## src/rtl/sw_debounce_irq.sv

```systemverilog
// rtl/sw_debounce_irq.sv - switch synchroniser/debouncer with change mask registers and interrupt request
module sw_debounce_irq #(
  parameter int WIDTH           = 16,
  parameter int DEBOUNCE_CYCLES = 16
) (
  input  logic             clk_i,
  input  logic             rst_n_i,
  input  logic [WIDTH-1:0] sw_i,
  input  logic             req_i,
  input  logic             we_i,
  input  logic [3:0]       addr_i,
  input  logic [31:0]      wdata_i,
  output logic [31:0]      rdata_o,
  output logic             int_req_o,
  input  logic             int_fin_i
);

  localparam int            CW       = $clog2(DEBOUNCE_CYCLES);
  localparam logic [CW-1:0] CNT_LAST = CW'(DEBOUNCE_CYCLES - 1);

  localparam logic [1:0] REG_STATE   = 2'd0;
  localparam logic [1:0] REG_CHANGED = 2'd1;
  localparam logic [1:0] REG_CTRL    = 2'd2;

  logic [WIDTH-1:0] s1, s2, cand, stable, changed;
  logic [CW-1:0]    cnt;
  logic             pending, ctrl_en;
  logic             commit, wr_changed, wr_ctrl, rd;
  logic [WIDTH-1:0] commit_diff, w1c_mask;
  logic [31:0]      rd_mux;
  logic             unused_bits;

  // A commit needs the candidate held for the full count and different from what is already committed.
  assign commit      = (s2 == cand) && (cnt == CNT_LAST) && (cand != stable);
  assign commit_diff = commit ? (cand ^ stable) : '0;

  assign rd          = req_i & ~we_i;
  assign wr_changed  = req_i & we_i & (addr_i[3:2] == REG_CHANGED);
  assign wr_ctrl     = req_i & we_i & (addr_i[3:2] == REG_CTRL);
  assign w1c_mask    = wr_changed ? wdata_i[WIDTH-1:0] : '0;
  assign unused_bits = ^{addr_i[1:0], wdata_i};

  always_comb begin
    rd_mux = '0;
    case (addr_i[3:2])
      REG_STATE:   rd_mux = 32'(stable);
      REG_CHANGED: rd_mux = 32'(changed);
      REG_CTRL:    rd_mux = {31'd0, ctrl_en};
      default:     rd_mux = '0;
    endcase
  end

  always_ff @(posedge clk_i or negedge rst_n_i) begin
    if (!rst_n_i) begin
      s1 <= '0;
      s2 <= '0;
    end else begin
      s1 <= sw_i;
      s2 <= s1;
    end
  end

  always_ff @(posedge clk_i or negedge rst_n_i) begin
    if (!rst_n_i) begin
      cand   <= '0;
      cnt    <= '0;
      stable <= '0;
    end else begin
      if (s2 != cand) begin
        cand <= s2;
        cnt  <= '0;
      end else if (cnt < CNT_LAST) begin
        cnt <= cnt + CW'(1);
      end
      if (commit) stable <= cand;
    end
  end

  // Setting from a commit wins over a same-edge clear, for both the mask and the pending flag.
  always_ff @(posedge clk_i or negedge rst_n_i) begin
    if (!rst_n_i) begin
      changed <= '0;
      pending <= 1'b0;
      ctrl_en <= 1'b0;
      rdata_o <= '0;
    end else begin
      changed <= (changed & ~w1c_mask) | commit_diff;
      if (commit)         pending <= 1'b1;
      else if (int_fin_i) pending <= 1'b0;
      if (wr_ctrl)        ctrl_en <= wdata_i[0];
      if (rd)             rdata_o <= rd_mux;
    end
  end

  assign int_req_o = pending & ctrl_en;

endmodule
```

## config.mk

```make
export PLATFORM = sky130hd
export DESIGN_NAME = sw_debounce_irq
export DESIGN_NICKNAME = d
export VERILOG_FILES = /design/src/rtl/sw_debounce_irq.sv
export SDC_FILE = /design/constraint.sdc
export NUM_CORES = 1
export LEC_CHECK = 0
export ABC_CLOCK_PERIOD_IN_PS = 2300
export CAP_MARGIN = 20
export CORE_ASPECT_RATIO = 1.25
export CORE_MARGIN = 5
export CORE_UTILIZATION = 30
export CTS_CLUSTER_DIAMETER = 200
export DETAILED_ROUTE_END_ITERATION = 8
export SLEW_MARGIN = 25
export SYNTH_ARGS = -nofsm -noshare
export SYNTH_HDL_FRONTEND = slang
export SYNTH_SLANG_ARGS = --single-unit
```

## constraint.sdc

```tcl
create_clock -name clk_i -period 2.3 [get_ports clk_i]
set_clock_uncertainty 0.15 [all_clocks]
set_input_delay 0.345 -clock clk_i [delete_from_list [all_inputs] [get_ports clk_i]]
set_output_delay 0.345 -clock clk_i [all_outputs]
set_load 0.05 [all_outputs]
```

==> out/qor.txt <==
status - complete, no violations
Max Transition Viols Final - 0
Antenna Cells - 0
initial DRC count - 97
Syn. warnings - 0
Max Cap Viol - 0
worst-path cell chain - xor2_1 > nor4_2 > nand4_2 > a211o_2 > mux2_4
slowest CP cell - a211o_2
clock latency on the worst-skew pair - 0.34 ns
Worst R2R Start - cand[3]$_DFFE_PN0N_
period utilisation layout - 0.946
vias in the first global route - 2601
CP Class - flip-flop to flip-flop
final setup vio count - 0
Setup crit end kind - flip-flop
die area - 16000 um2
remaining routing DRC violations - 0
post-synthesis area per instance - 12.5 um2
Cell Area, Synth - 4070 um2
reg-to-reg slack, setup - 0.12 ns
num rows - 47
Gate Count Post-Synth - 326
Die Ht - 140 um
Worst-Margin Slew - 0.565 ns
Final Power - 3.96 mW
drt first pass iters - 4
clock root buffer - clkbuf_16
GRT Util Overall - 0.100
Synth cell types - 32
Worst setup startpoint - cand[3]$_DFFE_PN0N_
Setup crit start kind - flip-flop
CTS sink cnt - 102
RSZ-0062 raised after global routing - no
#FFs+latches synth - 102
NumNets Final - 436
slowest stage delay, CP - 0.45 ns
clock-pin slew on the worst setup and hold paths - 0.06 ns
Required @ worst endpoint - 2.38 ns
share of layout cells above drive strength 1 - 0.128
Seq/Total Area, Yosys - 0.628
Final Hold Viols - 0
worst hold path class - flip-flop to flip-flop
Routability Congestion - 0.732
CTS Buf Count - 9
Die X - 114 um
H-tree depth - 3
Worst R2R End - stable[7]$_DFFE_PN0P_
Post-synth EDFFs - 0
Fin Hold WS - 0.201 ns
FF-to-FF path depth - 5
Avg Vias per Cell - 4.29
VDD IR max - 0.294 mV
Post-synth ARST share - 1.00
wire per inst - 13.8 um
Detail Placement HPWL - 5480 um
initial antenna violation count - 0
critical path depth - 5
family with the most delay on the worst path - simple AND/OR/NAND/NOR gates
worst path bufs/invs - 0
LEAKAGE - 2.25 nW
dpl cells - 536
setup TNS - 0 ns
CORE AREA - 13300 um2
Slew HR - 0.623
TritonCTS clock tree - built
first-pass GRT wire length - 12600 um
worst-path fanout max - 12
WL final - 7630 um
crit path time final - 2.18 ns
largest net degree at the start of global routing - 103
Non-Filler Instances - 554
Port-buffer cells - 55
# IOs - 90
initial core utilization - 0.306
crit path DAT - 2.25 ns
Clock Tree Buf Depth - 2
total gr overflow - 0
Area Overhead vs Synth - 24.6%
end point of the critical path - stable[7]$_DFFE_PN0P_
pwr dens - 781 nW/um2
vias after detailed routing - 2374
post-route ant nets - 0
Primary FF master, synth - dfrtp_1
Max Clock Freq - 459 MHz
## cell usage in the layout, fill, tap and decap left out, drive strengths merged, types with 2 or more instances in the layout
cell           instances
dfrtp                102
clkdlybuf4s50         54
nand2                 49
o21ai                 33
xnor2                 17
mux2i                 17
mux2                  17
xor2                  16
conb                  16
buf                   12
clkbuf                11
nor2                   7
nand4                  5
nor4                   4
nand3                  3
nor3                   2
clkinvlp               2
a211o                  2
clkinv                 2
## what timing repair did
action,in CTS,in global routing
gates resized for setup,0,0
setup endpoints to repair,0,17
hold buffers,1,0
setup buffers,0,0
hold endpoints to repair,102,0
## cell usage after synthesis (2+ instances only)
library cell	instances	area (um2)
nor4_2	4	50.1
dfrtp_1	102	2550
xor2_1	16	140
nor2_1	7	26.3
mux2i_1	17	170
nand2_1	49	184
o21ai_1	17	85.1
mux2_4	13	195
nand3_1	3	15.0
xnor2_1	17	149
clkbuf_1	23	86.3
nor3_1	2	10.0
buf_6	2	22.5
nand4_1	4	25.0
mux2_1	3	33.8
o21ai_0	16	80.1
buf_4	16	120
## routing by layer
| layer | vias up | global-route usage | part of all wire |
|---|---|---|---|
| met2 | 60 | 0.170 | 0.52 |
| li1 | 1149 | - | - |
| met3 | 15 | 0.0293 | 0.058 |
| met5 | - | 0 | 0 |
| met4 | 0 | 0.0500 | 0.024 |
| met1 | 1150 | 0.114 | 0.40 |
## flip-flops by register name, summed over array words and instances (netlist names)
name,count
s2,16
ctrl_en,1
pending,1
changed,16
stable,16
rdata_o,16
cand,16
s1,16
cnt,4
## per-stage QoR
stage / util / instance area (um2) / worst slack [ns]
6_report: 0.381 / 5070 / 0.123
5_1_grt: 0.381 / 5070 / 0.000137
4_1_cts: 0.380 / 5060 / 0.0418
3_5_place_dp: 0.357 / 4740 / 0.0507
3_3_place_gp: 0.357 / 4740 / 0.0567
2_1_floorplan: - / 4120 / 0.181
## where the power goes
part           internal, mW  switching (mW)
Clock                 0.873           0.636
Combinational         0.180           0.285
Sequential             1.91          0.0679
Total                  2.97           0.989
## layout make-up
cell class / instances / area (um2)
Fill cell: 1321 / 8220
Multi-Input combinational cell: 197 / 1340
Timing Repair Buffer: 67 / 653
Sequential cell: 102 / 2550
Inverter: 1 / 3.75
Tap cell: 171 / 214
Clock buffer: 11 / 243
Clock inverter: 5 / 58.8
## logic make-up after synthesis
group | synth area share
DFF | 0.628
and+or+nand+nor | 0.0899
buffers and inverters | 0.0585
AOI/OAI and AO/OA | 0.0477
muxes | 0.101
xor gates and xnor gates | 0.0711
adders and majority gates | 0.00308
other | 0.000922
## worst min path at each step
stage	start	to	cells after the start
after floorplan	rst_n_i	cand[0]$_DFFE_PN0N_	0
after global placement	s1[12]$_DFF_PN0_	s2[12]$_DFF_PN0_	0
after detailed placement	s1[2]$_DFF_PN0_	s2[2]$_DFF_PN0_	0
after CTS	s1[2]$_DFF_PN0_	s2[2]$_DFF_PN0_	0
after global routing	s1[12]$_DFF_PN0_	s2[12]$_DFF_PN0_	0
final	s1[3]$_DFF_PN0_	s2[3]$_DFF_PN0_	0
## worst register-to-register path, cell delays in order (launching register included)
cell and delay (ns):
dfrtp_1 0.42, xor2_1 0.19, nor4_2 0.33, nand4_2 0.19, a211o_2 0.45, mux2_4 0.34
No activity file was read; power rests on OpenSTA's default activity.
